**config.mk**
```make
export PLATFORM = sky130hd
export DESIGN_NAME = uart_rx_flat
export DESIGN_NICKNAME = d
export VERILOG_FILES = /design/src/rtl/uart_rx_pkg.sv /design/src/rtl/uart_rx_if.sv /design/src/rtl/uart_rx_sync.sv /design/src/rtl/uart_rx.sv /design/src/flat_wrapper.sv
export SDC_FILE = /design/constraint.sdc
export NUM_CORES = 1
export LEC_CHECK = 0
export CAP_MARGIN = 20
export CORE_MARGIN = 5
export CORE_UTILIZATION = 30
export DETAILED_ROUTE_END_ITERATION = 8
export GPL_TIMING_DRIVEN = 0
export PLACE_DENSITY = 0.49
export SETUP_SLACK_MARGIN = 0.05
export SLEW_MARGIN = 0
export SYNTH_ARGS = -nofsm -noshare
export SYNTH_HDL_FRONTEND = slang
export SYNTH_SLANG_ARGS = --single-unit
```
**constraint.sdc**
```tcl
create_clock -name CLK -period 2.61 [get_ports CLK]
set_input_delay 0.261 -clock CLK [delete_from_list [all_inputs] [get_ports CLK]]
set_output_delay 0.261 -clock CLK [all_outputs]
set_load 0.03 [all_outputs]
```
**src/rtl/uart_rx_pkg.sv**
```systemverilog
// Shared UART receive definitions: FSM states, sample points, width helpers.
package uart_rx_pkg;

  localparam int DATA_BITS_DEF  = 8;
  localparam int OVERSAMPLE_DEF = 16;

  // Three sample points straddling the middle of a 16-tick bit.
  localparam int SAMPLE_FIRST = 7;
  localparam int SAMPLE_MID   = 8;
  localparam int SAMPLE_LAST  = 9;

  typedef enum logic [2:0] {
    ST_IDLE,
    ST_START,
    ST_DATA,
    ST_STOP,
    ST_WAIT_IDLE
  } rx_state_e;

  // Counter width for a counter running 0..n-1 (same derivation as the baud generator).
  function automatic int cnt_width(input int n);
    return (n > 1) ? $clog2(n) : 1;
  endfunction

  // Two-out-of-three vote.
  function automatic logic maj3(input logic [2:0] v);
    return (v[0] & v[1]) | (v[0] & v[2]) | (v[1] & v[2]);
  endfunction

endpackage

```
**src/rtl/uart_rx_if.sv**
```systemverilog
// Serial-side inputs and byte-side outputs of the UART receiver.
interface uart_rx_if #(
  parameter int DATA_BITS = 8
);
  logic                 Rx_CLK;
  logic                 RxD;
  logic [DATA_BITS-1:0] Rx_Data;
  logic                 Rx_Valid;
  logic                 Frame_Err;
  logic                 Rx_Busy;

  // Drives the line and the sample tick, consumes received bytes.
  modport master (
    output Rx_CLK, RxD,
    input  Rx_Data, Rx_Valid, Frame_Err, Rx_Busy
  );

  // The receiver itself.
  modport slave (
    input  Rx_CLK, RxD,
    output Rx_Data, Rx_Valid, Frame_Err, Rx_Busy
  );
endinterface

```
**src/rtl/uart_rx_sync.sv**
```systemverilog
// Multi-stage synchroniser for the asynchronous RxD line; resets to the idle level (1).
module uart_rx_sync #(
  parameter int STAGES = 2
) (
  input  logic CLK,
  input  logic RST,
  input  logic d,
  output logic q
);

  logic [STAGES-1:0] sync_d, sync_q;

  // Shift the raw line in at the bottom of the chain.
  always_comb begin
    sync_d = {sync_q[STAGES-2:0], d};
  end

  // Chain registers; reset to 1 so a reset never looks like a start bit.
  always_ff @(posedge CLK or posedge RST) begin
    if (RST) sync_q <= '1;
    else     sync_q <= sync_d;
  end

  assign q = sync_q[STAGES-1];

endmodule

```
**src/rtl/uart_rx.sv**
```systemverilog
// 16x-oversampling UART receiver with 3-sample majority vote, valid and framing-error strobes.
module uart_rx
  import uart_rx_pkg::*;
#(
  parameter int DATA_BITS   = DATA_BITS_DEF,
  parameter int OVERSAMPLE  = OVERSAMPLE_DEF,
  parameter int SYNC_STAGES = 2
) (
  input  logic     CLK,
  input  logic     RST,
  uart_rx_if.slave bus
);

  localparam int CNT_W = cnt_width(OVERSAMPLE);
  localparam int BIT_W = cnt_width(DATA_BITS);

  logic                 rxs;
  logic                 bit_now;
  rx_state_e            state_d, state_q;
  logic [CNT_W-1:0]     cnt_d, cnt_q;
  logic [BIT_W-1:0]     bit_d, bit_q;
  logic [1:0]           vote_d, vote_q;   // samples from counts 7 and 8; count 9 is used live
  logic [DATA_BITS-1:0] shift_d, shift_q;
  logic [DATA_BITS-1:0] data_d, data_q;
  logic                 valid_d, valid_q;
  logic                 ferr_d, ferr_q;
  logic                 busy_d, busy_q;

  uart_rx_sync #(.STAGES(SYNC_STAGES)) u_sync (
    .CLK (CLK),
    .RST (RST),
    .d   (bus.RxD),
    .q   (rxs)
  );

  // Next-state logic: everything except strobe deassertion waits for an Rx_CLK tick.
  always_comb begin
    // NOTE: every variable gets a default before any branch, so no path leaves one unassigned and no latch is inferred.
    state_d = state_q;
    cnt_d   = cnt_q;
    bit_d   = bit_q;
    vote_d  = vote_q;
    shift_d = shift_q;
    data_d  = data_q;
    valid_d = 1'b0;
    ferr_d  = 1'b0;
    bit_now = maj3({rxs, vote_q});

    if (bus.Rx_CLK) begin
      if (state_q == ST_START || state_q == ST_DATA || state_q == ST_STOP) begin
        cnt_d = (cnt_q == CNT_W'(OVERSAMPLE - 1)) ? '0 : cnt_q + 1'b1;
        if (cnt_q == CNT_W'(SAMPLE_FIRST)) vote_d[0] = rxs;
        if (cnt_q == CNT_W'(SAMPLE_MID))   vote_d[1] = rxs;
      end

      unique case (state_q)
        ST_IDLE: begin
          if (!rxs) begin
            state_d = ST_START;
            cnt_d   = '0;
          end
        end
        ST_START: begin
          if (cnt_q == CNT_W'(SAMPLE_LAST)) begin
            if (bit_now) begin
              state_d = ST_IDLE;        // glitch, not a real start bit
            end else begin
              state_d = ST_DATA;
              bit_d   = '0;
            end
          end
        end
        ST_DATA: begin
          if (cnt_q == CNT_W'(SAMPLE_LAST)) begin
            shift_d = {bit_now, shift_q[DATA_BITS-1:1]};   // LSB arrives first
            if (bit_q == BIT_W'(DATA_BITS - 1)) state_d = ST_STOP;
            else                                bit_d   = bit_q + 1'b1;
          end
        end
        ST_STOP: begin
          if (cnt_q == CNT_W'(SAMPLE_LAST)) begin
            if (bit_now) begin
              data_d  = shift_q;
              valid_d = 1'b1;
              state_d = ST_IDLE;        // mid-stop-bit, so a back-to-back start is caught
            end else begin
              ferr_d  = 1'b1;
              state_d = ST_WAIT_IDLE;
            end
          end
        end
        ST_WAIT_IDLE: begin
          if (rxs) state_d = ST_IDLE;   // a held-low break must not restart frames
        end
        default: state_d = ST_IDLE;
      endcase
    end

    busy_d = (state_d != ST_IDLE);
  end

  // State and output registers.
  always_ff @(posedge CLK or posedge RST) begin
    // NOTE: the shift register and byte output are cleared on reset too, so a reset mid-frame leaves no stale data.
    if (RST) begin
      state_q <= ST_IDLE;
      cnt_q   <= '0;
      bit_q   <= '0;
      vote_q  <= '0;
      shift_q <= '0;
      data_q  <= '0;
      valid_q <= 1'b0;
      ferr_q  <= 1'b0;
      busy_q  <= 1'b0;
    end else begin
      // NOTE: non-blocking assignments so every register updates from the same pre-edge values.
      state_q <= state_d;
      cnt_q   <= cnt_d;
      bit_q   <= bit_d;
      vote_q  <= vote_d;
      shift_q <= shift_d;
      data_q  <= data_d;
      valid_q <= valid_d;
      ferr_q  <= ferr_d;
      busy_q  <= busy_d;
    end
  end

  assign bus.Rx_Data   = data_q;
  assign bus.Rx_Valid  = valid_q;
  assign bus.Frame_Err = ferr_q;
  assign bus.Rx_Busy   = busy_q;

endmodule

```
**src/flat_wrapper.sv**
```systemverilog
// flat-port wrapper written by rule: the top's interface ports become plain ports
module uart_rx_flat import uart_rx_pkg::*;
#(
  parameter int DATA_BITS   = DATA_BITS_DEF,
  parameter int OVERSAMPLE  = OVERSAMPLE_DEF,
  parameter int SYNC_STAGES = 2
)
  (CLK, RST, bus_Rx_CLK, bus_RxD, bus_Rx_Data, bus_Rx_Valid, bus_Frame_Err, bus_Rx_Busy);
  uart_rx_if #(.DATA_BITS(DATA_BITS)) bus_i ();
  input  logic CLK;
  input  logic RST;
  input wire logic [$bits(bus_i.Rx_CLK)-1:0] bus_Rx_CLK;
  input wire logic [$bits(bus_i.RxD)-1:0] bus_RxD;
  output wire logic [$bits(bus_i.Rx_Data)-1:0] bus_Rx_Data;
  output wire logic [$bits(bus_i.Rx_Valid)-1:0] bus_Rx_Valid;
  output wire logic [$bits(bus_i.Frame_Err)-1:0] bus_Frame_Err;
  output wire logic [$bits(bus_i.Rx_Busy)-1:0] bus_Rx_Busy;
  assign bus_i.Rx_CLK = bus_Rx_CLK;
  assign bus_i.RxD = bus_RxD;
  assign bus_Rx_Data = bus_i.Rx_Data;
  assign bus_Rx_Valid = bus_i.Rx_Valid;
  assign bus_Frame_Err = bus_i.Frame_Err;
  assign bus_Rx_Busy = bus_i.Rx_Busy;
  uart_rx #(.DATA_BITS(DATA_BITS), .OVERSAMPLE(OVERSAMPLE), .SYNC_STAGES(SYNC_STAGES)) u_core (.CLK(CLK), .RST(RST), .bus(bus_i));
endmodule
```
==> results.sh <==
export IMPL_htreeDepth=2
export IMPL_grt_pass1_vias=1020
export IMPL_start_util_pct=31.2
export IMPL_tightest_slew_ps=650
export IMPL_power_density_mw_per_mm2=760
export IMPL_layout_setup_ws_ps=415
export IMPL_core_sq_mm=0.00475
export IMPL_synth_area_leader_cell="dfrtp_1"
export IMPL_io_buffers=14
export IMPL_antennaDiodeCount=0
export IMPL_vias_per_cell=4.58
export IMPL_fin_skew_ps=3.06
export IMPL_post_place_ws_ps=262
export IMPL_postCtsSetupBuffers=0
export IMPL_min_period_ps=2190
export IMPL_synth_xor_area_share_pct=0.590
export IMPL_grt_overflow=0
export IMPL_syn_area_per_cell_sq_um=12.6
export IMPL_async_reset_ff_share_pct=100
export IMPL_cts_buffer_depth=2
export IMPL_hpwl_mm=1.98
export IMPL_synth_mux_area_share_pct=15.7
export IMPL_leakagePower_uw=0.000870
export IMPL_cp_arrival_ps=2360
export IMPL_drive_gt1_share_pct=23.4
export IMPL_rsz0062_at_grt="false"
export IMPL_vdd_drop_max_mv=0.260
export IMPL_synth_edf_count=0
export IMPL_tns_ps=0
export IMPL_cts_tree="yes"
export IMPL_ys_ff_latch=33
export IMPL_slew_viol_final=0
export IMPL_synth_compound_area_share_pct=6.58
export IMPL_p_sw_uw=441
export IMPL_critPathMaxFanout=9
export IMPL_grtUsageTotal_pct=9.88
export IMPL_comb_power_share_pct=25.1
export IMPL_final_hold_violation_count=0
export IMPL_wirelength_mm=2.75
export IMPL_gp_congestion=0.786
export IMPL_ctsHoldBuffers=0
export IMPL_synthFlopType="dfrtp_1"
export IMPL_ys_seq_area_share_pct=55.8
export IMPL_setup_viol=0
export IMPL_synth_top_family_by_area="multiplexers"
export IMPL_slew_limit_headroom_pct=56.5
export IMPL_antenna_found_initial=0
export IMPL_synth_simple_gate_area_share_pct=13.4
export IMPL_ys_warn_count=0
export IMPL_hold_path_class="input port to asynchronous set/reset pin"
export IMPL_startpoint_type="flop"
export IMPL_clk_pin_slew_ps=70
export IMPL_clockRootBuffer="clkbuf_8"
export IMPL_criticalPathCategory="flop to flop"
export IMPL_synthToLayoutAreaGrowth_pct=22.5
export IMPL_final_cell_mix="dfrtp_1 (31), mux2_2 (18), clkdlybuf4s50_1 (14), inv_1 (9), nand2_1 (7)"
export IMPL_status="finished, final reports clean"
export IMPL_drt_iter0_markers=40
export IMPL_row_count=25
export IMPL_clk_latency_ps=270
export IMPL_wl_per_cell_um=13.2
export IMPL_cts_resized=0
export IMPL_clkPwrFrac_pct=26.5
export IMPL_cp_required_ps=2770
export IMPL_nFillCells=497
export IMPL_ioPinCount=15
export IMPL_chipWidth_um=80.3
export IMPL_ant_nets=0
export IMPL_power_internal_uw=940
export IMPL_max_freq_ghz=0.456
export IMPL_power_frac_seq_pct=48.5
export IMPL_cp_end_kind="flop"
export IMPL_syn_inst=118
export IMPL_vias=953
export IMPL_die_h_um=80.3
export IMPL_drc_errors=0
export IMPL_synthesis_nets=127
export IMPL_power_share_switching_pct=31.9
export IMPL_firstDrtPassIters=4
export IMPL_synth_top_area_share_pct=52.3
export IMPL_yosys_top_cells_area="dfrtp_1 (52%), mux2_2 (14%), ha_1 (4.2%)"
export IMPL_synth_fa_ha_area_share_pct=4.89
export IMPL_cts_sinks=33
export IMPL_mappedNetlistArea_sq_mm=0.00148
export IMPL_grt_pass1_wl_mm=4.86
export IMPL_layout_commonest_cell="dfrtp_1"
export IMPL_nNetsFinal=149
export IMPL_cts_buffers=5
export IMPL_synth_distinct_cells=38
export IMPL_grt_max_degree=21
export IMPL_cap_violations=0
export IMPL_timing_final_crit_share_pct=84.1
export IMPL_die_area_sq_mm=0.00645
## metal layers
| metal | track usage (%) | routed length, um |
|---|---|---|
| met5 | 0 | 0 |
| met3 | 2.80 | 98 |
| met4 | 5.07 | 51 |
| met1 | 11.5 | 1250 |
| met2 | 16.5 | 1360 |
## flip-flops by register name, indices dropped and copies added (netlist names)
register / cells
u_core.bus.Frame_Err: 1
u_core.bus.Rx_Valid: 1
u_core.vote_q: 2
u_core.state_q: 3
u_core.cnt_q: 4
u_core.bus.Rx_Busy: 1
u_core.u_sync.sync_q: 2
u_core.bit_q: 3
u_core.bus.Rx_Data: 8
u_core.shift_q: 8
## synthesized netlist by cell type (all sizes together), types with 2 or more instances
cell    n
a21o    2
dfstp   2
mux2   18
nor3b   3
inv     9
mux2i   3
nand2   8
or3     2
a21oi   3
ha      5
dfrtp  31
nor2    6
o21ai   2
## power by group through the flow
stage | Combinational (uW) | Sequential, uW | Clock [uW]
3_5_place_dp | 350 | 678 | 0
6_report | 346 | 669 | 365
2_1_floorplan | 255 | 672 | 0
3_3_place_gp | 334 | 671 | 0
4_1_cts | 352 | 669 | 378
5_1_grt | 395 | 685 | 404
## critical path, stage by stage (launching register included)
cell	delay [ps]
dfrtp_1	420
inv_1	100
ha_1	210
nand4b_1	290
nor4b_4	650
mux2_2	410
## metrics by stage
| stage | power, uW | cells | instance area [sq um] | hold WS, ps | utilization [%] |
|---|---|---|---|---|---|
| 2_1_floorplan | 927 | 118 | 1480 | 265 | - |
| 3_3_place_gp | 1010 | 199 | 1710 | 346 | 35.9 |
| 3_5_place_dp | 1030 | 200 | 1740 | 347 | 36.5 |
| 4_1_cts | 1400 | 208 | 1820 | 357 | 38.2 |
| 5_1_grt | 1480 | 208 | 1820 | 362 | 38.2 |
| 6_report | 1380 | 208 | 1820 | 356 | 38.2 |
## worst paths after layout
kind                            slack [ps]                     from  depth (start not counted)                 endpoint
worst min register to register         360  u_core.u_sync.sync_q[0]                          0  u_core.u_sync.sync_q[1]
max in group asynchronous             1660                      RST                          3  u_core.u_sync.sync_q[0]
worst min-delay path                   360                      RST                          2        u_core.shift_q[0]
worst max register to register         420          u_core.cnt_q[1]                          5        u_core.shift_q[3]
worst max-delay path                   420          u_core.cnt_q[1]                          5        u_core.shift_q[3]
min in group CLK                       360  u_core.u_sync.sync_q[0]                          0  u_core.u_sync.sync_q[1]
## layout make-up
| type | instances | area (sq um) | area share [%] |
|---|---|---|---|
| well taps | 67 | 83.8 | 4.61 |
| multi-input cells | 74 | 611 | 33.6 |
| inverters | 9 | 33.8 | 1.86 |
| flip-flops and latches | 33 | 828 | 45.6 |
| clock buffers | 6 | 72.6 | 3.99 |
| plain buffers | 2 | 11.3 | 0.619 |
| clock inverters | 2 | 10.0 | 0.551 |
| repair buffers | 15 | 168 | 9.22 |
## cells by family (layout without fill, tap and decap cells)
logic type	Yosys count	after routing
AOI/OAI and AO/OA	14	14
DFF	33	33
muxes	21	21
adders and majority gates	6	6
buffers and inverters	11	34
xor gates and xnor gates	1	1
and+or+nand+nor	32	32
Note: power is estimated with default switching activity, not from simulation.
